==> src/rtl/fpdiv_pkg.sv <==
// Shared types and constants for the Goldschmidt mantissa divider controller.
// Holds the step-state enum, the datapath mux encodings and the per-step decoders.
package fpdiv_pkg;

   typedef enum logic [2:0] {
      IDLE   = 3'd0,
      INIT_D = 3'd1,
      INIT_N = 3'd2,
      ITER_N = 3'd3,
      ITER_D = 3'd4,
      DONE   = 3'd5
   } state_e;

   localparam logic [1:0] SELA_REGA = 2'b00;
   localparam logic [1:0] SELA_D    = 2'b01;
   localparam logic [1:0] SELA_IA   = 2'b10;

   localparam logic [1:0] SELB_D    = 2'b00;
   localparam logic [1:0] SELB_X    = 2'b01;
   localparam logic [1:0] SELB_REGB = 2'b10;
   localparam logic [1:0] SELB_REGC = 2'b11;

   // Initial reciprocal approximation (0.75 in 1.23 fixed point).
   localparam logic [23:0] IA = 24'h60_0000;

   typedef struct packed {
      logic a;
      logic b;
      logic c;
   } load_t;

   function automatic load_t load_decode(input state_e s);
      load_t ld;
      ld = '{a: 1'b0, b: 1'b0, c: 1'b0};
      case (s)
         INIT_D:  ld = '{a: 1'b1, b: 1'b0, c: 1'b1};
         INIT_N:  ld = '{a: 1'b0, b: 1'b1, c: 1'b0};
         ITER_N:  ld = '{a: 1'b0, b: 1'b1, c: 1'b0};
         ITER_D:  ld = '{a: 1'b1, b: 1'b0, c: 1'b1};
         default: ld = '{a: 1'b0, b: 1'b0, c: 1'b0};
      endcase
      return ld;
   endfunction

   // Returns {muxa, muxb}; IDLE and DONE park both muxes at zero.
   function automatic logic [3:0] sel_decode(input state_e s);
      logic [3:0] sel;
      sel = 4'b0000;
      case (s)
         INIT_D:  sel = {SELA_IA,   SELB_D};
         INIT_N:  sel = {SELA_IA,   SELB_X};
         ITER_N:  sel = {SELA_REGA, SELB_REGB};
         ITER_D:  sel = {SELA_REGA, SELB_REGC};
         default: sel = {SELA_REGA, SELB_D};
      endcase
      return sel;
   endfunction

endpackage

==> src/rtl/fpdiv_load_retime.sv <==
// Falling-edge retiming of the datapath load enables so that clk&load
// gating in the datapath never sees a glitch or a truncated pulse.
module fpdiv_load_retime
   import fpdiv_pkg::*;
(
   input  logic       clk,
   input  logic       reset,
   input  logic [2:0] load_i,
   output logic [2:0] load_o
);

   logic [2:0] load_q;

   // Capture the step's enables while clk is low; reset clears them at once.
   always_ff @(negedge clk or posedge reset) begin
      if (reset) begin
         load_q <= 3'b000;
      end else begin
         load_q <= load_i;
      end
   end

   assign load_o = load_q;

endmodule

==> src/rtl/fpdiv_ctrl.sv <==
// Step sequencer for the Goldschmidt divider datapath: start/busy/done handshake,
// operand mux selects and retimed register load enables.
module fpdiv_ctrl
   import fpdiv_pkg::*;
#(
   parameter int ITER = 3,
   parameter int CW   = 4
) (
   input  logic       clk,
   input  logic       reset,
   input  logic       start,
   output logic       busy,
   output logic       done,
   output logic [1:0] sel_muxa,
   output logic [1:0] sel_muxb,
   output logic       load_rega,
   output logic       load_regb,
   output logic       load_regc
);

   localparam logic [CW-1:0] ITER_LAST = CW'(ITER - 1);
   localparam logic [CW-1:0] CNT_ONE   = CW'(1);

   state_e        state_q, state_d;
   logic [CW-1:0] cnt_q, cnt_d;
   logic [1:0]    sel_a_q, sel_a_d;
   logic [1:0]    sel_b_q, sel_b_d;
   logic          busy_q, busy_d;
   logic          done_q, done_d;
   logic [2:0]    load_s;
   logic [2:0]    load_rt_s;

   // Next-state/counter logic; outputs are decoded from the next state so the
   // registered copies line up with the state they describe.
   always_comb begin
      state_d = state_q;
      cnt_d   = cnt_q;
      case (state_q)
         IDLE: begin
            if (start) begin
               state_d = INIT_D;
            end else begin
               state_d = IDLE;
            end
         end
         INIT_D: state_d = INIT_N;
         INIT_N: begin
            state_d = ITER_N;
            cnt_d   = {CW{1'b0}};
         end
         ITER_N: begin
            // The last iteration skips its D update and goes straight to DONE.
            if (cnt_q == ITER_LAST) begin
               state_d = DONE;
            end else begin
               state_d = ITER_D;
            end
         end
         ITER_D: begin
            state_d = ITER_N;
            cnt_d   = cnt_q + CNT_ONE;
         end
         DONE:    state_d = IDLE;
         default: state_d = IDLE;
      endcase
      {sel_a_d, sel_b_d} = sel_decode(state_d);
      busy_d = (state_d != IDLE);
      done_d = (state_d == DONE);
      load_s = load_decode(state_q);
   end

   // State, iteration counter and registered handshake/select outputs.
   always_ff @(posedge clk or posedge reset) begin
      if (reset) begin
         state_q <= IDLE;
         cnt_q   <= {CW{1'b0}};
         sel_a_q <= 2'b00;
         sel_b_q <= 2'b00;
         busy_q  <= 1'b0;
         done_q  <= 1'b0;
      end else begin
         state_q <= state_d;
         cnt_q   <= cnt_d;
         sel_a_q <= sel_a_d;
         sel_b_q <= sel_b_d;
         busy_q  <= busy_d;
         done_q  <= done_d;
      end
   end

   fpdiv_load_retime u_load_retime (
      .clk    (clk),
      .reset  (reset),
      .load_i (load_s),
      .load_o (load_rt_s)
   );

   assign busy      = busy_q;
   assign done      = done_q;
   assign sel_muxa  = sel_a_q;
   assign sel_muxb  = sel_b_q;
   assign load_rega = load_rt_s[2];
   assign load_regb = load_rt_s[1];
   assign load_regc = load_rt_s[0];

endmodule

==> config.mk <==
export PLATFORM = sky130hd
export DESIGN_NAME = fpdiv_ctrl
export DESIGN_NICKNAME = d
export VERILOG_FILES = /design/src/rtl/fpdiv_pkg.sv /design/src/rtl/fpdiv_load_retime.sv /design/src/rtl/fpdiv_ctrl.sv
export SDC_FILE = /design/constraint.sdc
export NUM_CORES = 1
export LEC_CHECK = 0
export ABC_CLOCK_PERIOD_IN_PS = 2550
export BUFFER_PORTS_ARGS = -buffer_cell sky130_fd_sc_hd__buf_4
export CELL_PAD_IN_SITES_DETAIL_PLACEMENT = 1
export CELL_PAD_IN_SITES_GLOBAL_PLACEMENT = 2
export CORE_MARGIN = 1.5
export CORE_UTILIZATION = 36
export CTS_CLUSTER_SIZE = 10
export DETAILED_ROUTE_END_ITERATION = 16
export HOLD_SLACK_MARGIN = 0.02
export MAX_ROUTING_LAYER = met4
export PLACE_DENSITY_LB_ADDON = 0.08
export SYNTH_ARGS = -nofsm -noshare
export SYNTH_HDL_FRONTEND = slang
export SYNTH_SLANG_ARGS = --single-unit
==> constraint.sdc <==
create_clock -name clk -period 2.55 [get_ports clk]
set_input_delay 0.765 -clock clk [delete_from_list [all_inputs] [get_ports clk]]
set_output_delay 0.765 -clock clk [all_outputs]
set_load 0.02 [all_outputs]
; ---- Word-level counts from Yosys, hierarchy flattened
; Index checks and enable logic that the tools add are counted.
[totals]
ff_bits = 16
word_cells = 30
out_inout_bits = 9
[op_classes]
muxes = 6
n_reduce_logical = 6
eq_ne = 10
addsub = 1
[op_table]
columns = op, n
row1 = $pmux 4 s4, 1
row2 = $eq 3x2->1 const B, 4
row3 = $pmux 3 s4, 1
row4 = $eq 3x3->1 const B, 3
row5 = $pmux 4 s2, 1
row6 = $eq 3x1->1 const B, 2
row7 = $pmux 3 s2, 1
row8 = $reduce_or 2->1, 3
row9 = $add 4x1->4 const B, 1
row10 = $eq 4x2->1 const B, 1
row11 = $logic_not 3->1, 1
row12 = $reduce_bool 3->1, 1
row13 = $mux 1, 2
row14 = $reduce_bool 2->1, 1

; ---- Depth between registers and ports, before layout
[depth]
ltp_word = 5
mapped_depth = 5

; ---- Modules after synthesis
; Synthesis repeated with hierarchy kept, for this count alone.
[unflattened]
cells_unflattened = 65
hier_area_um2 = 661.9
[modules_own_cells]
columns = mod, seq_area_each_um2, area_per_inst_um2, n_inst, cells_per_inst
row1 = fpdiv_ctrl, 300.3, 583.1, 1, 61
row2 = fpdiv_load_retime, 75.1, 78.8, 1, 4

==> impl_metrics.py <==
metrics = {
    "die": {
        "ios": 12,
        "die_y_um": 46.76,
        "start_util_pct": 39.08,
        "dieArea_um2": 2187,
        "core-area_um2": 1764,
        "rows": 15,
        "chipWidth_um": 46.76,
    },
    "placed_design": {
        "place_congestion": 0.7275,
        "dp_hpwl_mm": 1.045,
        "portBuffers": 10,
        "pre_cts_slack_ps": -27.55,
    },
    "sta": {
        "finClkSkew_ps": 5.120,
        "setup_viol_count_final": 3,
        "slew_viol_final": 0,
        "rsz0062_at_grt": "yes",
        "hold_viol_final": 0,
        "fin_ws_ps": -325.4,
    },
    "logic_synthesis": {
        "synth_nets": 69,
        "synth_warnings": 0,
        "postSynthAreaPerCell_um2": 10.77,
        "yosysSeqAreaShare_pct": 50.82,
        "synth-edff-count": 0,
        "synthFlopType": "dfrtp_1",
        "synth_top_family_by_area": "compound AO/OA/AOI/OAI gates",
        "synth_compound_area_share_pct": 17.60,
        "synth_simple_gate_area_share_pct": 15.43,
        "synth.area.mux_share_pct": 3.085,
        "syn_area_um2": 689.4,
        "yosysMostFrequentCell": "dfrtp_1",
        "synth_top_area_share_pct": 43.56,
        "synth_commonest_cells": "12 x dfrtp_1, 5 x a21oi_1, 5 x o21ai_1",
        "ys_seq_elements": 14,
        "synth-xor-area-share_pct": 0,
        "yosysTopAreaCell": "dfrtp_1",
        "synth_cells": 64,
        "synthAdderAreaFrac_pct": 3.630,
        "synth-async-reset-ratio_pct": 100.0,
        "ys_top_cells_by_area": "dfrtp_1 44%, dfrtn_1 7.3%, nand2b_4 4.0%, a21oi_1 3.6%, ha_1 3.6%",
        "ys_types": 30,
    },
    "critical_path": {
        "crit_arrival_ps": 2110,
        "crit_family": "flip-flops",
        "r2r_cells": 2,
        "rrSetupSlack_ps": 230,
        "r2r_start": "state_q[2]$_DFF_PP0_",
        "cp-end-kind": "primary output",
        "crit_type": "reg2out",
        "crit_required_ps": 1790,
        "slowest_stage": "dfrtn_1",
        "crit_buf_inv": 1,
        "crit_path_start": "u_load_retime.load_o[0]$_DFF_NP0_",
        "cp_max_fo": 2,
        "crit_chain": "buf_4",
        "critPathLaunchType": "flop",
        "slowest_delay_ps": 410,
        "r2r-end": "u_load_retime.load_o[0]$_DFF_NP0_",
    },
    "status": {
        "outcome": "finished, violations left",
        "violations": "negative setup slack",
    },
    "power_and_ir_drop": {
        "pwr-share-clk_pct": 15.7,
        "pwr_density_cell_nw_per_um2": 1213,
        "power_frac_comb_pct": 45.0,
        "p_leak_nw": 0.3966,
        "finalPower_uw": 989.9,
        "p_int_uw": 603.7,
        "switchingPower_uw": 386.2,
        "irDropWorstVdd_mv": 0.5550,
        "p_seq_share_pct": 39.2,
        "switching_share_pct": 39.01,
    },
    "routing": {
        "wl_per_cell_um": 13.19,
        "wl_mm": 1.332,
        "drtPass1Iterations": 2,
        "routed_via_density": 4.832,
        "drc": 0,
        "vias": 488,
        "drt-initial-drc-count": 4,
        "postRouteAntennaNets": 0,
    },
    "clock_tree": {
        "cts_resized": 1,
        "cts_root_buffer": "clkbuf_4",
        "htree_levels": 1,
        "cts_buffers": 3,
        "clockBufferDepth": 2,
        "cts_hold_buf": 0,
        "post_cts_buffers": 0,
        "worst_skew_pair.late_latency_ps": 280,
        "cts_tree": "built",
        "clk_pin_slew_ps": 80,
        "cts_num_sinks": 14,
    },
    "min_path": {
        "hp-class": "in2async",
    },
    "flow_run": {
        "drv_cap": 0,
    },
    "global_routing": {
        "grt_usage_pct": 16.16,
        "grt_pass1_wl_mm": 2.339,
        "grt-ovfl-total": 0,
        "grt_max_degree": 13,
        "grt_pass1_vias": 492,
        "antenna_found_initial": 0,
    },
    "finish": {
        "synthToLayoutAreaGrowth_pct": 18.33,
        "diodes": 0,
        "layout-drive-gt1-share_pct": 32.89,
        "layout.nets": 82,
    },
}
area by class of cell:
cell class,instances,area (um2)
fillers,217,948.4
well taps,25,31.28
repair buffers,13,101.3
inverters,5,18.77
flip-flops and latches,14,350.3
clock buffers,4,36.28
multi-input cells,40,277.8
cells in the final DEF (no fill, tap or decap):
cell,Yosys,final
nor2_2,1,1
buf_6,2,1
o21ba_2,1,1
clkbuf_4,0,3
conb_1,1,1
o21ai_1,5,5
nand2b_1,1,1
inv_1,4,4
o21bai_1,1,1
a21oi_1,5,5
and3_1,2,2
o22ai_1,1,1
dfrtn_1,2,2
a2bb2oi_1,1,1
nor4b_1,1,1
clkbuf_8,0,1
a22oi_1,1,1
and2_2,1,1
ha_1,2,2
mux2_2,1,1
dfrtp_1,12,12
o21ai_0,3,3
buf_4,2,12
nor3_1,2,2
nand2b_4,2,2
a41oi_1,1,1
nor3b_2,1,1
mux2i_1,1,1
nor2_1,4,4
a21o_1,1,1
inv_2,1,1
logic make-up after synthesis:
family                   count (synthesis)
adder cells (fa/ha/maj)                  2
flip-flops                              14
AO/OA/AOI/OAI                           20
buffers and inverters                   10
multiplexers                             2
other                                    1
AND/OR/NAND/NOR                         15
power by group through the flow:
stage                     clock network (mW)  logic (mW)  registers, mW
final                                  0.156       0.446          0.388
after floorplan                            0       0.299          0.418
after global routing                   0.174       0.498          0.404
after CTS                              0.164       0.456          0.390
after detailed placement                   0       0.451          0.392
after global placement                     0       0.440          0.390
sequential cells by signal (all words and copies together) (netlist names):
name,flops
u_load_retime.load_o,2
cnt_q,4
busy,1
state_q,3
sel_muxb,2
done,1
sel_muxa,1
metrics by stage:
stage	setup TNS [ps]	hold slack (ps)	std cells	util [%]	instance area, um2
finish	-939.2	421.3	101	46.24	815.8
global route	-1079	433.1	101	46.24	815.8
CTS	-979.1	425.9	101	46.24	815.8
detailed placement	-51.80	586.7	97	43.97	775.7
global placement	-17.56	585.5	97	43.97	775.7
floorplan	-145.9	538.8	64	-	693.2
per-layer routing:
layer,track usage [%],routed length (um)
met4,5.000,15
met1,19.81,637
met2,24.11,637
met3,6.923,41
met5,-,0
worst max path at each step:
stage | end | slack (ps) | depth (start not counted)
2_1_floorplan | load_regc | -150 | 1
3_3_place_gp | load_rega | -9 | 1
3_5_place_dp | load_rega | -30 | 1
4_1_cts | load_rega | -340 | 1
5_1_grt | load_rega | -380 | 1
6_report | load_rega | -330 | 1
Power figures use the tool's default switching activity.
